$ cat config.mk
export PLATFORM = sky130hd
export DESIGN_NAME = seg7_scan_driver_flat
export DESIGN_NICKNAME = d
export VERILOG_FILES = /design/src/rtl/seg7_scan_driver_if.sv /design/src/rtl/seg7_scan_driver.sv /design/src/flat_wrapper.sv
export SDC_FILE = /design/constraint.sdc
export NUM_CORES = 1
export LEC_CHECK = 0
export CAP_MARGIN = 20
export CORE_ASPECT_RATIO = 0.9
export CORE_MARGIN = 2
export CORE_UTILIZATION = 50
export CTS_CLUSTER_DIAMETER = 30
export DETAILED_ROUTE_END_ITERATION = 6
export GPL_TIMING_DRIVEN = 0
export PLACE_DENSITY = 0.71
export SYNTH_ARGS = -nofsm -noshare
export SYNTH_HDL_FRONTEND = slang
export SYNTH_SLANG_ARGS = --single-unit
$ cat constraint.sdc
create_clock -name clk -period 5.7 [get_ports clk]
set_clock_uncertainty 0.1 [all_clocks]
set_input_delay 1.71 -clock clk [delete_from_list [all_inputs] [get_ports clk]]
set_output_delay 1.71 -clock clk [all_outputs]
set_load 0.01 [all_outputs]
$ cat src/rtl/seg7_scan_driver_if.sv
// seg7_scan_driver_if
//   Display-side bundle for the six-digit scan driver.
//   en                 display enable (low = dark)
//   s1,s2,m1,m2,h1,h2  BCD digits from the countdown clock
//   seg                segments {g,f,e,d,c,b,a}
//   dp                 decimal point (hh.mm.ss separator)
//   an                 anode enables, bit 0 = s1 ... bit 5 = h2
//   frame_done         one-cycle pulse on the last cycle of each frame
// master: the digit source / observer; slave: the scan driver.
interface seg7_scan_driver_if;
    logic       en;
    logic [3:0] s1, s2, m1, m2, h1, h2;
    logic [6:0] seg;
    logic       dp;
    logic [5:0] an;
    logic       frame_done;

    modport master (output en, s1, s2, m1, m2, h1, h2,
                    input  seg, dp, an, frame_done);
    modport slave  (input  en, s1, s2, m1, m2, h1, h2,
                    output seg, dp, an, frame_done);
endinterface

$ cat src/rtl/seg7_scan_driver.sv
// seg7_scan_driver
//   Time-multiplexed six-digit seven-segment driver. Digits are snapshotted
//   once per frame; each digit slot starts with BLANK_CYCLES of all anodes
//   off to stop ghosting, then shows the digit for the rest of the slot.
// Ports:
//   clk   system clock
//   rst   synchronous active-high reset (wins over en)
//   bus   seg7_scan_driver_if.slave (en, digits in; seg/dp/an/frame_done out)
// Optional feature macro: SEG7_LEADING_ZERO_BLANK_EN
//   When defined, a zero h2 is shown dark, and h1 too when both hour digits
//   are zero. Anode timing and dp are unaffected.
module seg7_scan_driver #(
    parameter int DIGIT_CYCLES   = 125000,
    parameter int BLANK_CYCLES   = 8,
    parameter bit SEG_ACTIVE_LOW = 1'b1,
    parameter bit AN_ACTIVE_LOW  = 1'b1
) (
    input  logic                  clk,
    input  logic                  rst,
    seg7_scan_driver_if.slave     bus
);
    typedef enum logic [1:0] {IDLE, BLANK, SHOW} state_t;

    localparam int             CW        = (DIGIT_CYCLES > 2) ? $clog2(DIGIT_CYCLES) : 1;
    localparam logic [CW-1:0]  CNT_LAST  = CW'(DIGIT_CYCLES - 1);
    localparam logic [CW-1:0]  CNT_BLANK = CW'(BLANK_CYCLES);
    localparam logic [6:0]     SEG_OFF   = SEG_ACTIVE_LOW ? 7'h7F : 7'h00;
    localparam logic           DP_OFF    = SEG_ACTIVE_LOW;
    localparam logic [5:0]     AN_OFF    = AN_ACTIVE_LOW ? 6'h3F : 6'h00;
    // With no blank interval a slot opens directly in SHOW.
    localparam state_t         SLOT_FIRST = (BLANK_CYCLES == 0) ? SHOW : BLANK;

    state_t        state, state_n;
    logic [2:0]    slot, slot_n;
    logic [CW-1:0] cnt, cnt_n;
    logic [23:0]   snap, snap_n, live;
    logic [6:0]    seg_q, seg_n;
    logic          dp_q, dp_n;
    logic [5:0]    an_q, an_n;
    logic          fd_q, fd_n;
    logic [3:0]    digit_n;
    logic [6:0]    seg_raw;
    logic          show_n;

    function automatic logic [6:0] dec7(input logic [3:0] d);
        case (d)
            4'd0: dec7 = 7'h3F;
            4'd1: dec7 = 7'h06;
            4'd2: dec7 = 7'h5B;
            4'd3: dec7 = 7'h4F;
            4'd4: dec7 = 7'h66;
            4'd5: dec7 = 7'h6D;
            4'd6: dec7 = 7'h7D;
            4'd7: dec7 = 7'h07;
            4'd8: dec7 = 7'h7F;
            4'd9: dec7 = 7'h6F;
            default: dec7 = 7'h40;  // non-BCD: dash
        endcase
    endfunction

    // Packed in slot order so slot n is nibble n.
    assign live = {bus.h2, bus.h1, bus.m2, bus.m1, bus.s2, bus.s1};

    always_ff @(posedge clk) begin
        if (rst) begin
            state <= IDLE;
            slot  <= 3'd0;
            cnt   <= '0;
            snap  <= 24'd0;
            seg_q <= SEG_OFF;
            dp_q  <= DP_OFF;
            an_q  <= AN_OFF;
            fd_q  <= 1'b0;
        end else begin
            state <= state_n;
            slot  <= slot_n;
            cnt   <= cnt_n;
            snap  <= snap_n;
            seg_q <= seg_n;
            dp_q  <= dp_n;
            an_q  <= an_n;
            fd_q  <= fd_n;
        end
    end

    // Outputs are decoded from the next-state values and registered, so
    // they line up exactly with the state they describe.
    always_comb begin
        state_n = state;
        slot_n  = slot;
        cnt_n   = cnt;
        snap_n  = snap;
        if (!bus.en) begin
            state_n = IDLE;
            slot_n  = 3'd0;
            cnt_n   = '0;
        end else if (state == IDLE) begin
            state_n = SLOT_FIRST;
            slot_n  = 3'd0;
            cnt_n   = '0;
            snap_n  = live;
        end else if (cnt == CNT_LAST) begin
            state_n = SLOT_FIRST;
            cnt_n   = '0;
            if (slot == 3'd5) begin
                slot_n = 3'd0;
                snap_n = live;
            end else begin
                slot_n = slot + 3'd1;
            end
        end else begin
            cnt_n   = cnt + 1'b1;
            state_n = (cnt_n >= CNT_BLANK) ? SHOW : BLANK;
        end

        digit_n = snap_n[{slot_n, 2'b00} +: 4];
        seg_raw = dec7(digit_n);
`ifdef SEG7_LEADING_ZERO_BLANK_EN
        if (slot_n == 3'd5 && snap_n[23:20] == 4'd0)
            seg_raw = 7'h00;
        if (slot_n == 3'd4 && snap_n[23:20] == 4'd0 && snap_n[19:16] == 4'd0)
            seg_raw = 7'h00;
`endif
        show_n = (state_n == SHOW);
        seg_n  = show_n ? seg_raw : 7'h00;
        dp_n   = show_n && (slot_n == 3'd2 || slot_n == 3'd4);
        an_n   = show_n ? (6'd1 << slot_n) : 6'd0;
        fd_n   = (state_n != IDLE) && (slot_n == 3'd5) && (cnt_n == CNT_LAST);

        if (SEG_ACTIVE_LOW) begin
            seg_n = ~seg_n;
            dp_n  = ~dp_n;
        end
        if (AN_ACTIVE_LOW)
            an_n = ~an_n;
    end

    assign bus.seg        = seg_q;
    assign bus.dp         = dp_q;
    assign bus.an         = an_q;
    assign bus.frame_done = fd_q;
endmodule

$ cat src/flat_wrapper.sv
// flat-port wrapper written by rule: the top's interface ports become plain ports
module seg7_scan_driver_flat 
#(
    parameter int DIGIT_CYCLES   = 125000,
    parameter int BLANK_CYCLES   = 8,
    parameter bit SEG_ACTIVE_LOW = 1'b1,
    parameter bit AN_ACTIVE_LOW  = 1'b1
)
  (clk, rst, bus_en, bus_s1, bus_s2, bus_m1, bus_m2, bus_h1, bus_h2, bus_seg, bus_dp, bus_an, bus_frame_done);
  seg7_scan_driver_if bus_i ();
  input  logic clk;
  input  logic rst;
  input wire logic [$bits(bus_i.en)-1:0] bus_en;
  input wire logic [$bits(bus_i.s1)-1:0] bus_s1;
  input wire logic [$bits(bus_i.s2)-1:0] bus_s2;
  input wire logic [$bits(bus_i.m1)-1:0] bus_m1;
  input wire logic [$bits(bus_i.m2)-1:0] bus_m2;
  input wire logic [$bits(bus_i.h1)-1:0] bus_h1;
  input wire logic [$bits(bus_i.h2)-1:0] bus_h2;
  output wire logic [$bits(bus_i.seg)-1:0] bus_seg;
  output wire logic [$bits(bus_i.dp)-1:0] bus_dp;
  output wire logic [$bits(bus_i.an)-1:0] bus_an;
  output wire logic [$bits(bus_i.frame_done)-1:0] bus_frame_done;
  assign bus_i.en = bus_en;
  assign bus_i.s1 = bus_s1;
  assign bus_i.s2 = bus_s2;
  assign bus_i.m1 = bus_m1;
  assign bus_i.m2 = bus_m2;
  assign bus_i.h1 = bus_h1;
  assign bus_i.h2 = bus_h2;
  assign bus_seg = bus_i.seg;
  assign bus_dp = bus_i.dp;
  assign bus_an = bus_i.an;
  assign bus_frame_done = bus_i.frame_done;
  seg7_scan_driver #(.DIGIT_CYCLES(DIGIT_CYCLES), .BLANK_CYCLES(BLANK_CYCLES), .SEG_ACTIVE_LOW(SEG_ACTIVE_LOW), .AN_ACTIVE_LOW(AN_ACTIVE_LOW)) u_core (.clk(clk), .rst(rst), .bus(bus_i));
endmodule
==> flow_metrics.tcl, run 1 <==
set metrics [dict create \
    netlist_top_cells_area "dfxtp_1 42%, mux2i_1 11%, nor2_1 7.1%, xnor2_1 3.3%, ha_1 3.0%" \
    final_core_util 0.643 \
    fp.dieW_um 84.2 \
    synth_nets 343 \
    wl_per_cell_um 14.3 \
    final.setup.worst_slack_ns 1.11 \
    worst_setup_path_end_kind "flip-flop" \
    grt_usage 0.208 \
    firstDrtPassIters 4 \
    path_cells "clkdlybuf4s50_1 -> nand3_1 -> o21ai_2 -> buf_4 -> mux2i_1 -> o22ai_1 -> a221oi_2 -> inv_1 -> ha_1 -> inv_1 -> a2bb2o_1 -> nand2_1" \
    setup_viol 0 \
    wirelength_mm 6.24 \
    fp.dieArea_sq_mm 0.00641 \
    drv_slew 0 \
    max_stage_delay_ns 0.58 \
    ir_drop_mv 0.191 \
    drc 0 \
    htree_num_levels 3 \
    postCtsSetupBuffers 0 \
    cts_root_buf "clkbuf_8" \
    clock.fmax_mhz 218 \
    layout_common_cells "61 x dfxtp_1, 55 x nor2_1, 41 x clkdlybuf4s50_1" \
    area_delta_synth_final_pct 25.0 \
    cap_violations 0 \
    drt-initial-drc-count 110 \
    synth-xor-area-share 0.0606 \
    worstHoldPathType "flip-flop to flip-flop" \
    worst_pin_slew_ns 0.617 \
    place_worst_setup_slack_ns 0.793 \
    rsz0062_at_grt "false" \
    grt_max_degree 11 \
    synth.distinct_cells 53 \
    antenna_found_initial 0 \
    finalNetCount 395 \
    postRouteAntennaNets 0 \
    synth-edff-count 0 \
    synthCells 309 \
    synth-seq-cells 61 \
    avgViaCountPerCell 5.33 \
    hpwl_mm 4.60 \
    synth_mux_area_frac 0.116 \
    synth.cell_area_sq_mm 0.00289 \
    place_congestion 0.848 \
    cp_common_cell "inv_1" \
    critPathKind "input port to flip-flop" \
    hold_viol 0 \
    row_count 26 \
    synth-adder-area-share 0.0303 \
    layout_commonest_cell "dfxtp_1" \
    fin_crit_sh 0.805 \
    leakage_nw 1.42 \
    clock_path_buffers 2 \
    met2_length_mm 2.63 \
    synth_top_area_frac 0.422 \
    synth_warnings 0 \
    cts_hold_buf 0 \
    io_buffers 41 \
    crit_required_ns 5.89 \
    cp-start-kind "input port" \
    numPlacedInstances 420 \
    routed.top_layer "met4" \
    syn_area_per_cell_sq_um 9.36 \
    synthArstFlopShare 0 \
    crit_arrival_ns 4.78 \
    insertedDiodeCount 0 \
    synth_top_area_cell "dfxtp_1" \
    cp_max_fo 10 \
    synth_flop_cell "dfxtp_1" \
    dr_wl_met3_um 352 \
    finalNonFillerCells 436 \
    finalCriticalPeriod_ns 4.59 \
    wl_met1_mm 3.23 \
    cts_tree "built" \
    synth_top_family_by_area "simple AND/OR/NAND/NOR gates" \
    synth-simple-area-share 0.239 \
    tns_ns 0 \
    clk_latency_ns 0.35 \
    cp_slowest_cell "a221oi_2" \
    core_area_sq_mm 0.00563 \
    overflow 0 \
    drive_gt1_frac 0.126 \
    ys_seq_area_frac 0.422 \
    path_clk_slew_ns 0.07 \
    die_y_um 76.2 \
    vias 2323 \
    power_density_mw_per_mm2 265 \
    grt_pass1_wl_mm 10.6 \
    grt_pass1_vias 2121 \
    initial_core_util 0.514 \
    num_io_pins 42 \
    slew_headroom 0.586 \
    synth_compound_area_frac 0.0947 \
    ctsResizeCount 0 \
    cts_sinks 61 \
    numCtsBuffers 9 \
    status "finished clean" \
]
-- worst paths after layout --
check	from	endpoint	slack, ns	depth (start not counted)
max	bus_en	u_core.bus.seg[4]	1.11	12
min	u_core.snap[23]	u_core.snap[23]	0.39	2
max reg2reg	u_core.cnt[0]	u_core.bus.seg[4]	1.90	13
min reg2reg	u_core.snap[23]	u_core.snap[23]	0.39	2
-- logic make-up (layout without fill, tap and decap cells) --
logic type | after synthesis | in the layout
AOI/OAI and AO/OA | 36 | 36
xor gates and xnor gates | 20 | 20
adders and majority gates | 7 | 7
buffers and inverters | 21 | 78
DFF | 61 | 61
muxes | 33 | 33
and+or+nand+nor | 131 | 131
-- synthesized netlist by cell type (3+ instances only) --
master,instances
nand4_1,7
nand2b_1,3
and3_1,4
nor2b_1,4
and2_1,3
mux2i_1,31
buf_2,5
nand3_1,9
o21ai_0,6
xor2_1,9
xnor2_1,11
nand2_1,18
ha_1,7
or4_1,3
dfxtp_1,61
a32oi_1,4
or2_2,5
inv_1,7
o22ai_1,8
nor2_1,55
or3_1,3
clkbuf_1,4
-- worst max-delay path: cells and delay by family --
family,cells,cell delay [ns]
mux,1,0.26
simple gates,2,0.17
compound gates,4,1.32
buf+inv,4,1.09
fa+ha+maj,1,0.24
-- power by group --
group	internal [mW]	switching, mW	total, mW
Sequential	0.437	0.00333	0.440
Combinational	0.0427	0.0393	0.0820
Clock	0.269	0.166	0.435
Total	0.748	0.209	0.957
-- flip-flops by register name (all words and copies together), names as in the netlist --
signal	flops
u_core.bus.seg	7
u_core.state	2
u_core.bus.dp	1
u_core.bus.an	6
u_core.slot	3
u_core.cnt	17
u_core.bus.frame_done	1
u_core.snap	24
-- layer usage --
metal / up-vias / GRT usage
met2: 57 / 0.286
met1: 1068 / 0.310
met4: 0 / 0.0532
met3: 2 / 0.0715
met5: - / 0
li1: 1196 / -
-- cell type report --
class,count,area [sq um]
plain buffers,14,81.3
well taps,70,87.6
fillers,480,2010
clock inverters,4,70.1
clock buffers,12,155
flip-flops and latches,61,1220
multi-input cells,227,1560
repair buffers,41,410
inverters,7,26.3
-- through the flow --
step / power [mW] / hold slack, ns / cell area (sq um)
CTS: 0.965 / 0.398 / 3620
global route: 0.995 / 0.432 / 3620
finish: 0.957 / 0.393 / 3620
detailed placement: 0.531 / 0.382 / 3390
floorplan: 0.500 / 0.355 / 2890
global placement: 0.530 / 0.368 / 3390
Power figures use the tool's default switching activity.
==> run 2: changes to the inputs <==
- CORE_UTILIZATION: 50 -> 49
- PLACE_DENSITY: 0.71 -> 0.73
- clock period: 5.7 -> 4 ns (I/O delays scaled with it)
==> run 2 against run 1 <==
  * Register-to-register slack got worse by 1.4 ns
  * Sequential share of layout area decreased by 0.55 points
  * Sequential power rose by 42%
  * Via count increased by 1.9%
  * Clock power increased by 60%
  * Hold slack about the same
  * First-iteration DRC count rose by 82%
  * Largest power group is now the clock network
==> flow_metrics.tcl, run 2 (synthesis results as in run 1) <==
set metrics [dict create \
    ir_drop_mv 0.268 \
    fin_crit_sh 0.947 \
    io_buffers 41 \
    crit_required_ns 4.18 \
    drv_slew 0 \
    path_clk_slew_ns 0.06 \
    firstDrtPassIters 4 \
    layout_commonest_cell "dfxtp_1" \
    worst_pin_slew_ns 0.605 \
    power_density_mw_per_mm2 393 \
    grt_usage 0.204 \
    critPathKind "input port to flip-flop" \
    largest_reg_flops 24 \
    overflow 0 \
    layout_common_cells "61 x dfxtp_1, 55 x nor2_1, 41 x clkdlybuf4s50_1" \
    cp-start-kind "input port" \
    top_register "u_core.snap" \
    clock.fmax_mhz 264 \
    die_y_um 76.9 \
    fp.dieArea_sq_mm 0.00653 \
    cts_root_buf "clkbuf_8" \
    drive_gt1_frac 0.128 \
    whs_ns 0.393 \
    cts_tree "built" \
    status "finished clean" \
    antenna_found_initial 0 \
    core_area_sq_mm 0.00569 \
    crit_arrival_ns 3.97 \
    cap_violations 0 \
    finalNetCount 396 \
    grt_pass1_wl_mm 10.4 \
    htree_num_levels 3 \
    fp.dieW_um 85.0 \
    hpwl_mm 4.59 \
    row_count 26 \
    drc 0 \
    leakage_nw 1.44 \
    vias 2366 \
    drt-initial-drc-count 200 \
    initial_core_util 0.508 \
    final_core_util 0.646 \
    grt_max_degree 11 \
    grt_pass1_vias 2169 \
    wl_per_cell_um 14.5 \
    postRouteAntennaNets 0 \
    hold_viol 0 \
    slew_headroom 0.597 \
    cts_sinks 61 \
    clk_latency_ns 0.34 \
    area_delta_synth_final_pct 27.1 \
    numCtsBuffers 9 \
    avgViaCountPerCell 5.41 \
    rsz0062_at_grt "false" \
    setup_viol 0 \
    wirelength_mm 6.32 \
    cp_max_fo 10 \
    finalCriticalPeriod_ns 3.79 \
    place_congestion 0.828 \
    worst_setup_path_end_kind "flip-flop" \
    worstHoldPathType "flip-flop to flip-flop" \
    clock_path_buffers 2 \
    insertedDiodeCount 0 \
    num_io_pins 42 \
]
run 2: cell types whose count changed in the layout (fill, tap and decap cells not counted), sizes merged:
cell,change
clkinv,-2
bufinv,+1
clkbuf,+1
buf,+1
run 2: timing repair:
action	CTS	global route
hold buffers	0	0
endpoints found under the setup margin	2	6
pin swaps	0	1
setup buffers	0	1
resized for setup	1	1
run 2: stage by stage:
step / setup TNS [ns] / area (sq um) / worst slack [ns] / std cells / total power, mW
CTS: 0 / 3660 / 0.0226 / 436 / 1.46
global route: 0 / 3680 / 0.0104 / 437 / 1.49
detailed placement: -1.92 / 3390 / -0.431 / 420 / 0.757
global placement: -1.73 / 3390 / -0.387 / 420 / 0.754
floorplan: 0 / 2890 / 0.559 / 309 / 0.713
finish: 0 / 3680 / 0.211 / 437 / 1.44
run 2: path summary, 6_finish.rpt:
path / from / end / slack (ns) / cells after the start
hold reg to reg: u_core.snap[7] / u_core.snap[7] / 0.39 / 2
hold / removal: u_core.snap[7] / u_core.snap[7] / 0.39 / 2
setup reg to reg: u_core.cnt[0] / u_core.bus.seg[4] / 0.51 / 13
setup / recovery: bus_en / u_core.bus.seg[4] / 0.21 / 12
run 2: layout make-up:
type / instances / area, sq um
fillers: 448 / 2020
well taps: 70 / 87.6
clock buffers: 13 / 169
flip-flops and latches: 61 / 1220
repair buffers: 42 / 418
plain buffers: 14 / 81.3
inverters: 7 / 26.3
clock inverters: 3 / 90.1
multi-input cells: 227 / 1580
run 2: worst max-delay path, stage by stage:
cell             delay, ns
clkdlybuf4s50_1       0.55
nand3_1               0.14
o21ai_4               0.28
buf_4                 0.27
mux2i_1               0.27
o22ai_1               0.15
a221oi_4              0.36
inv_1                 0.14
ha_1                  0.21
inv_1                 0.05
a2bb2o_1              0.27
nand2_1               0.06
run 2: power breakdown:
part,switching (mW),internal (mW)
Clock,0.231,0.465
Sequential,0.00446,0.623
Combinational,0.0582,0.0631
run 2: per-layer routing:
layer	part of all wire	track usage	vias up
li1	-	-	1198
met3	0.052	0.0527	10
met2	0.43	0.292	71
met5	0	0	-
met1	0.50	0.292	1087
met4	0.015	0.0762	0
==> run 3: changes to the inputs <==
- CAP_MARGIN: 20 -> unset
==> results of run 3 <==
The final DEF is identical to that of run 2; final timing and power are the same.
